`src/rtl/clk_edge_monitor_pkg.sv`:
```
// Shared state encoding, default sizing and helpers for the slow-clock edge monitor.
package clk_edge_monitor_pkg;

    typedef enum logic [1:0] {
        ST_IDLE    = 2'd0,
        ST_MEASURE = 2'd1,
        ST_LOCKED  = 2'd2,
        ST_LOST    = 2'd3
    } state_e;

    localparam int DEF_CNT_W   = 16;
    localparam int DEF_TIMEOUT = 1000;

    // True when two successive periods differ by no more than tol cycles.
    function automatic logic period_stable(input logic [31:0] a,
                                           input logic [31:0] b,
                                           input int unsigned tol);
        logic [31:0] diff;
        diff = (a >= b) ? (a - b) : (b - a);
        return (diff <= tol);
    endfunction

endpackage

```
`src/rtl/sync_bit.sv`:
```
// Multi-flop synchronizer for a single asynchronous bit; all stages reset to 0.
module sync_bit #(
    parameter int STAGES = 2
) (
    input  logic clk_i,
    input  logic rst_i,
    input  logic d_i,
    output logic q_o
);

    logic [STAGES-1:0] sync_q;

    genvar gi;
    generate
        for (gi = 0; gi < STAGES; gi++) begin : g_stage
            if (gi == 0) begin : g_first
                always_ff @(posedge clk_i or posedge rst_i) begin
                    if (rst_i) sync_q[gi] <= 1'b0;
                    else       sync_q[gi] <= d_i;
                end
            end else begin : g_next
                always_ff @(posedge clk_i or posedge rst_i) begin
                    if (rst_i) sync_q[gi] <= 1'b0;
                    else       sync_q[gi] <= sync_q[gi-1];
                end
            end
        end
    endgenerate

    assign q_o = sync_q[STAGES-1];

endmodule

```
`src/rtl/clk_edge_monitor.sv`:
```
// Edge ticks, period measurement, lock and loss detection for a divided clock sampled as data.
// Optional high-phase measurement is built when CLK_EDGE_MONITOR_DUTY_EN is defined.
module clk_edge_monitor
    import clk_edge_monitor_pkg::*;
#(
    parameter int          SYNC_STAGES = 2,
    parameter int          CNT_W       = DEF_CNT_W,
    parameter int          TIMEOUT     = DEF_TIMEOUT,
    parameter int unsigned TOL         = 1
) (
    input  logic             i_clk,
    input  logic             i_rst,
    input  logic             i_slow_clk,
    output logic             o_rise_tick,
    output logic             o_fall_tick,
    output logic [CNT_W-1:0] o_period,
    output logic             o_period_vld,
    output logic             o_locked,
    output logic             o_lost,
    output logic [CNT_W-1:0] o_high_time
);

    localparam logic [CNT_W-1:0] CNT_MAX   = '1;
    localparam logic [CNT_W-1:0] TIMEOUT_C = CNT_W'(TIMEOUT);

    logic             s;
    logic             s_d_q;
    logic             rise;
    logic             fall;
    logic [CNT_W-1:0] cnt_q;
    logic [CNT_W-1:0] cnt_d;
    logic [CNT_W-1:0] period_q;
    logic             period_vld_q;
    logic             prev_vld_q;
    logic             rise_tick_q;
    logic             fall_tick_q;
    logic             locked_q;
    logic             lost_q;
    logic             timeout_hit;
    logic             stable;
    state_e           state_q;

    sync_bit #(
        .STAGES(SYNC_STAGES)
    ) u_sync (
        .clk_i(i_clk),
        .rst_i(i_rst),
        .d_i  (i_slow_clk),
        .q_o  (s)
    );

    assign rise = s & ~s_d_q;
    assign fall = ~s & s_d_q;

    // Counts cycles since the last rise; loading 1 makes a period of N read back as N.
    always_comb begin
        cnt_d = cnt_q;
        if (rise)                 cnt_d = CNT_W'(1);
        else if (cnt_q != CNT_MAX) cnt_d = cnt_q + 1'b1;
    end

    assign timeout_hit = (TIMEOUT != 0) && (cnt_q == TIMEOUT_C);
    assign stable      = prev_vld_q && period_stable(32'(cnt_q), 32'(period_q), TOL);

    always_ff @(posedge i_clk or posedge i_rst) begin
        if (i_rst) begin
            s_d_q        <= 1'b0;
            rise_tick_q  <= 1'b0;
            fall_tick_q  <= 1'b0;
            cnt_q        <= '0;
            period_q     <= '0;
            period_vld_q <= 1'b0;
            prev_vld_q   <= 1'b0;
            locked_q     <= 1'b0;
            lost_q       <= 1'b0;
            state_q      <= ST_IDLE;
        end else begin
            s_d_q        <= s;
            rise_tick_q  <= rise;
            fall_tick_q  <= fall;
            cnt_q        <= cnt_d;
            period_vld_q <= 1'b0;
            case (state_q)
                ST_IDLE: begin
                    if (rise) begin
                        state_q    <= ST_MEASURE;
                        prev_vld_q <= 1'b0;
                    end
                end
                ST_MEASURE, ST_LOCKED: begin
                    // A rise on the timeout cycle takes priority over loss.
                    if (rise) begin
                        period_q     <= cnt_q;
                        period_vld_q <= 1'b1;
                        prev_vld_q   <= 1'b1;
                        if (stable) begin
                            state_q  <= ST_LOCKED;
                            locked_q <= 1'b1;
                        end else begin
                            state_q  <= ST_MEASURE;
                            locked_q <= 1'b0;
                        end
                    end else if (timeout_hit) begin
                        state_q  <= ST_LOST;
                        locked_q <= 1'b0;
                        lost_q   <= 1'b1;
                    end
                end
                ST_LOST: begin
                    if (rise) begin
                        state_q    <= ST_MEASURE;
                        lost_q     <= 1'b0;
                        prev_vld_q <= 1'b0;
                    end
                end
                default: state_q <= ST_IDLE;
            endcase
        end
    end

    assign o_rise_tick  = rise_tick_q;
    assign o_fall_tick  = fall_tick_q;
    assign o_period     = period_q;
    assign o_period_vld = period_vld_q;
    assign o_locked     = locked_q;
    assign o_lost       = lost_q;

`ifdef CLK_EDGE_MONITOR_DUTY_EN
    logic [CNT_W-1:0] high_cnt_q;
    logic [CNT_W-1:0] high_cnt_d;
    logic [CNT_W-1:0] high_time_q;

    always_comb begin
        high_cnt_d = high_cnt_q;
        if (rise)                           high_cnt_d = CNT_W'(1);
        else if (s && high_cnt_q != CNT_MAX) high_cnt_d = high_cnt_q + 1'b1;
    end

    always_ff @(posedge i_clk or posedge i_rst) begin
        if (i_rst) begin
            high_cnt_q  <= '0;
            high_time_q <= '0;
        end else begin
            high_cnt_q <= high_cnt_d;
            if (fall) high_time_q <= high_cnt_q;
        end
    end

    assign o_high_time = high_time_q;
`else
    assign o_high_time = '0;
`endif

endmodule

```
`config.mk`:
```
export PLATFORM = sky130hd
export DESIGN_NAME = clk_edge_monitor
export DESIGN_NICKNAME = d
export VERILOG_FILES = /design/src/rtl/clk_edge_monitor_pkg.sv /design/src/rtl/sync_bit.sv /design/src/rtl/clk_edge_monitor.sv
export SDC_FILE = /design/constraint.sdc
export NUM_CORES = 1
export LEC_CHECK = 0
export CAP_MARGIN = 20
export CELL_PAD_IN_SITES_DETAIL_PLACEMENT = 1
export CELL_PAD_IN_SITES_GLOBAL_PLACEMENT = 2
export CORE_MARGIN = 5
export CORE_UTILIZATION = 38
export CTS_CLUSTER_SIZE = 20
export DETAILED_ROUTE_END_ITERATION = 7
export MAX_ROUTING_LAYER = met4
export PLACE_DENSITY_LB_ADDON = 0.1
export REMOVE_ABC_BUFFERS = 1
export SETUP_SLACK_MARGIN = 0.1
export SLEW_MARGIN = 40
export SYNTH_ARGS = -nofsm -noshare
export SYNTH_HDL_FRONTEND = slang
export SYNTH_HIERARCHICAL = 1
export SYNTH_SLANG_ARGS = --single-unit
export TNS_END_PERCENT = 1
```
`constraint.sdc`:
```
create_clock -name i_clk -period 4.5 [get_ports i_clk]
set_input_delay 0.9 -clock i_clk [delete_from_list [all_inputs] [get_ports i_clk]]
set_output_delay 0.9 -clock i_clk [all_outputs]
set_load 0.05 [all_outputs]
```
==> metrics.cfg <==
[logic_synthesis]
synth_compound_area_frac = 0.242
synth_area_um2 = 3790
synth_area_leaders = dfrtp_1, ha_1, a21oi_1
synth_top_area_share = 0.284
ys.flop_type = dfrtp_1
synthCells = 453
synth_xor_area_frac = 0.0554
yosysTopAreaCell = dfrtp_1
avgSynthCellArea_um2 = 8.37
ys_types = 69
synth_top_family_by_area = compound AO/OA/AOI/OAI gates
ys_async_sr_fraction = 1.00
synth_mux_area_frac = 0.00792
synth_edf_count = 0
synthSimpleGateAreaFrac = 0.165
synth_warnings = 6
synth_fa_ha_area_frac = 0.126
synth-seq-cells = 43
ys_seq_area_frac = 0.284

[timing]
hold_ws_ns = 0.362
final_period_minus_worst_setup_slack_ns = 3.41
fin_setup_tns_ns = 0
relSlewSlack = 0.449
setup_viol = 0
worst_slew_pin_slew_ns = 0.819
slew_violations = 0
fmax_ghz = 0.293
fin_crit_sh = 0.758
setup_ws_ns = 1.09
skew_ns = 0.00702
hold_viol = 0
rsz0062_at_grt = false

[die]
die_area_um2 = 12100
start_util = 0.388
die_h_um = 110
die_w_um = 110
ios = 40
core_um2 = 9770
num_rows = 36

[min_path]
hp-class = reg -> reg
holdPathStages = 0

[cts]
cts_resized = 0
cts-hold-fix-buffers = 0
cts_tree = yes
htreeDepth = 2
cts_buffer_depth = 2
clkSinkCount = 43
worst_skew_pair.late_latency_ns = 0.30
cts_setup_buffers = 0
cts_inserted_buffers = 5
clkTransAtPathRegs_ns = 0.08
cts_root_buf = clkbuf_8

[finish]
drive_above_1_share = 0.0620
layout_commonest_cell = nand2_1
syn_to_final_growth_pct = 7.85
nets = 507
layout_common_cells = nand2_1, inv_1, dfrtp_1, a21oi_1, ha_1
fin_cells = 601
antennaDiodeCount = 0

[pwr]
vdd_drop_max_mv = 0.268
power_density_nw_per_um2 = 559
p_leak_nw = 1.86

[critical_path]
crit_family = compound AO/OA/AOI/OAI gates
worstPathCellList = inv_1, ha_1, inv_1, fa_1, a21o_1, a221oi_2, o21ai_1, xnor2_1, and4_1, nand4_1, o32ai_1, nand4_1, o31a_1
rr_worst_depth = 13
cp_slowest_cell = dfrtp_1
cp-start-kind = register
worst_ep_required_time_ns = 4.69
r2r-end = state_q[0]
cp_max_fo = 4
crit_end = state_q[0]
critPathMaxStageDelay_ns = 0.46
path_depth = 13
r2r_start = cnt_q[0]
startpoint = cnt_q[0]
critical_path_arrival_ns = 3.60
ff2ff_setup_slack_ns = 1.09
critPathKind = reg -> reg
cp_num_buf_inv = 2
worst_setup_path_end_kind = register

[routing]
ant_nets = 0
dr.pass1.iters = 4
wire_per_inst_um = 18.4
vias_per_cell = 5.30
drt-total-wl_um = 11000
drc = 0
drtIter0Drc = 175
vias = 3184

[placement]
io_buffer_count = 23
post-dp-hpwl_um = 8960
gp_congestion = 0.827
dp_slack_ns = 1.11
dp_cells = 593

[global_route]
grt_usage = 0.205
grt_start_max_net_pins = 42
grt_pass1_vias = 3421
antenna_found_initial = 0
grt_overflow = 0
grt_pass1_wl_um = 18600

[run]
maxCapViolCount = 0

[status]
status = completed

-- how the worst min path moves through the flow --
stage                     startpoint    endpoint  slack [ns]
CTS                 u_sync/sync_q[0]  u_sync/q_o        0.37
detailed placement  u_sync/sync_q[0]  u_sync/q_o        0.34
global placement    u_sync/sync_q[0]  u_sync/q_o        0.34
finish              u_sync/sync_q[0]  u_sync/q_o        0.36
global route        u_sync/sync_q[0]  u_sync/q_o        0.39
floorplan           u_sync/sync_q[0]  u_sync/q_o        0.33
-- metrics by stage --
step	utilization	power [W]	area (um^2)
floorplan	-	0.00165	3570
global placement	0.407	0.00201	3980
detailed placement	0.407	0.00201	3980
CTS	0.418	0.00229	4090
global route	0.419	0.00247	4090
finish	0.419	0.00229	4090
-- synth_stat cells, drive strengths merged (2+ instances only) --
library cell  instances
and4                  3
a21oi                39
nor2                 29
o21a                  6
or2                   2
nand3b                2
xor2                  2
a21o                 15
nand3                12
o21bai                4
o31a                  2
inv                  45
and2                  3
clkbuf                8
mux2i                 3
a21boi                2
fa                    2
a32oi                 2
buf                  25
nand2b                2
or3                   2
nor4                  5
and3                  3
a31oi                 4
o21ai                37
ha                   35
a221oi                3
nor3                  8
xnor2                22
dfrtp                43
nand4                 8
a211oi                7
nand2                47
-- where the power goes --
group / switching [W] / total [W] / internal, W
registers: 0.0000530 / 0.000469 / 0.000416
clock network: 0.000136 / 0.000276 / 0.000140
logic: 0.000904 / 0.00154 / 0.000639
-- cell type report --
type | count | area, um^2
clock inverters | 1 | 7.51
repair buffers | 25 | 245
multi-input cells | 346 | 2330
fillers | 1212 | 5680
flip-flops and latches | 43 | 1080
inverters | 46 | 173
clock buffers | 7 | 96.3
well taps | 133 | 166
-- registers in the layout, summed over array words and instances, names as in the netlist --
register / count
o_rise_tick: 1
o_locked: 1
state_q: 2
u_sync/sync_q: 1
s_d_q: 1
prev_vld_q: 1
o_lost: 1
o_period_vld: 1
cnt_q: 16
o_fall_tick: 1
o_period: 16
u_sync/q_o: 1
-- worst reg2reg max path, stage by stage, from the launching register on --
cell and delay [ns]:
dfrtp_1 0.46, inv_1 0.19, ha_1 0.21, inv_1 0.07, fa_1 0.42, a21o_1 0.23
a221oi_2 0.35, o21ai_1 0.20, xnor2_1 0.27, and4_1 0.25, nand4_1 0.13, o32ai_1 0.20
nand4_1 0.18, o31a_1 0.14
-- cells by family (layout without fill, tap and decap cells) --
kind of cell,after synthesis,in the layout
muxes,3,3
xor gates and xnor gates,24,24
DFF,43,43
buffers and inverters,79,79
adders and majority gates,37,37
other,1,16
AOI/OAI and AO/OA,137,137
and+or+nand+nor,129,129
-- per-layer routing --
layer	global-route usage	vias to the layer above	wire (um)
li1	-	1576	-
met1	0.290	1548	5720
met2	0.312	50	4890
met3	0.0247	10	271
met4	0.0499	0	154
met5	-	-	0
Power figures use the tool's default switching activity.
==> RTL edit, RTL diff (config.mk and constraints unchanged) <==
The 4 states of `state_e` get a one-hot encoding in 4 bits.
--- a/src/rtl/clk_edge_monitor_pkg.sv
+++ b/src/rtl/clk_edge_monitor_pkg.sv
@@ -2,9 +2,9 @@
 package clk_edge_monitor_pkg;
 
-    typedef enum logic [1:0] {
-        ST_IDLE    = 2'd0,
-        ST_MEASURE = 2'd1,
-        ST_LOCKED  = 2'd2,
-        ST_LOST    = 2'd3
+    typedef enum logic [3:0] {
+        ST_IDLE    = 4'b0001,
+        ST_MEASURE = 4'b0010,
+        ST_LOCKED  = 4'b0100,
+        ST_LOST    = 4'b1000
     } state_e;
 
Function: same outputs for any inputs over 10 cycles, from zero or initial values and one cycle with i_rst high; not proved beyond that.
==> RTL edit against the original RTL <==
- synthesized area up 1.8%
- count of clock-buffer cells in the layout is 2 lower
- setup slack got worse by 0.41 ns
- maximum frequency is 11% lower
- die area is 1.7% higher
- cell count up 2.3%
- routed wire length shrank 0.58%
- total power is 1.9% lower
- non-clock buffer count is 1 higher
- final area rose by 3.0%
- sequential cell count increased by 2
- clock skew rose by 0.0023 ns
- via count increased by 4.6%
==> RTL edit: results (changes against the original RTL) <==
[sta]
slew-limit-headroom_pct=59.6  ; +15 points
timing.hold.ws_ns=0.364  ; +0.00173 ns
fin_skew_ns=0.00937  ; +0.00235 ns
hold_viol_final=0  ; unchanged

[yosys]
async_flop_share_pct=100  ; unchanged
ys.flop_type=dfrtp_1
synth_commonest_cells=dfrtp_1, nor2_1, inv_1
synth_warnings=6  ; unchanged
syn_avg_cell_area_um2=8.18  ; -2.3%
synth_cell_types=62  ; -10%
synthTopCellsByArea=dfrtp_1, ha_1, xnor2_1
synth_seq_area_share_pct=29.2  ; +0.82 points

[global_route]
grt_usage_pct=18.8  ; -1.7 points
grt_max_degree=44  ; +4.8%
grt_pass1_vias=3394  ; -0.79%
grt_first_pass_wirelength_um=18400  ; -0.85%
antenna_found_initial=0  ; unchanged

[clock_network]
cts-htree-levels=2  ; unchanged
clk_path_buf_depth=2  ; unchanged
insertion_delay_ns=0.30  ; about the same

[pwr]
p_switching_mw=1.06  ; -3.0%
p_leak_nw=1.86  ; -0.13%
peakVddDrop_v=0.000238  ; -11%
comb_power_share_pct=63.1  ; -4.4 points
powerSeq_mw=0.516  ; +10%
switching_share_pct=47.2  ; -0.55 points

[detailed_routing]
wl_per_cell_um=17.8  ; -2.8%
vias=3331  ; +4.6%
drt_iter0_drc=112  ; -36%
vias_per_cell=5.42  ; +2.2%

[worst_hold_path]
worstHoldEndpoint=u_sync/q_o
hp-class=reg2reg
worstHoldStart=u_sync/sync_q[0]

[critical_path]
worstPathArrival_ns=4.04  ; +0.44 ns
rr_endpoint=state_q[2]
reg2reg_slack_ns=0.68  ; -0.41 ns
rr_worst_depth=10  ; -3
r2r_start=cnt_q[2]
worstPathMaxFanout=10  ; +6

[place]
place_congestion=0.861  ; +4.1%
dp_hpwl_um=8790  ; -2.0%
dp_cells=607  ; +2.4%
post-place-ws_ns=0.751  ; -0.355 ns
io_buffers=23  ; unchanged
placed_cell_area_um2=4100  ; +3.0%

[final_layout]
num-nets-final=520  ; +2.6%
n_antenna_cell=0  ; unchanged
drive_gt1_share_pct=5.19  ; -1.0 points

[status]
status=finished clean

-- RTL edit: changes by cell type in the layout (fill, tap and decap cells not counted), sizes merged, moves of 4 or more --
cell	change
nand4	+4
xor2	+8
o21ai	-7
nand2	-10
nor2	+15
nor3	+4
nor2b	+5
nand2b	+4
a21oi	-6
or4	+4
-- RTL edit: routing by layer --
layer / global-route usage (%) / up-vias / wire length (um)
li1: - / 1626 / -
met1: 25.6 / 1634 / 5420
met2: 30.1 / 61 / 5080
met3: 2.02 / 10 / 307
met4: 4.43 / 0 / 172
met5: - / - / 0
-- RTL edit: final cells by class --
cell class                 instances  area, um2
clock buffer                       5       68.8
clock inverter                     3       43.8
fill                            1185       5650
inverter                          43        161
multi-input combinational        360       2390
sequential                        45       1130
tap                              133        166
timing repair buffer              26        253
-- RTL edit: critical path: stages (launching register included) --
cell and delay, ns:
dfrtp_1 0.48, ha_1 0.54, nor2_1 0.11, a211oi_2 0.32, nor2_1 0.11, mux2_2 0.27
or4_1 0.52, or4_1 0.42, a222oi_1 0.59, nand3_1 0.19, o2bb2ai_1 0.17
-- RTL edit: worst max path at each step --
stage,startpoint,endpoint,slack (ns),cells past startpoint
CTS,cnt_q[2],state_q[2],0.72,10
finish,cnt_q[2],state_q[2],0.68,10
floorplan,o_period[0],state_q[1],1.04,12
global route,cnt_q[1],state_q[2],0.41,11
global placement,cnt_q[1],state_q[1],0.86,11
detailed placement,cnt_q[2],state_q[2],0.75,10
-- RTL edit: kinds of logic after synthesis --
logic type,count (synthesis),share of synthesized area [%]
flops,45,29.2
simple gates,154,19.8
xor+xnor,30,6.80
other cells,1,0.0971
compound gates,118,20.2
mux,6,1.59
buf+inv,82,10.3
fa+ha+maj,36,12.1
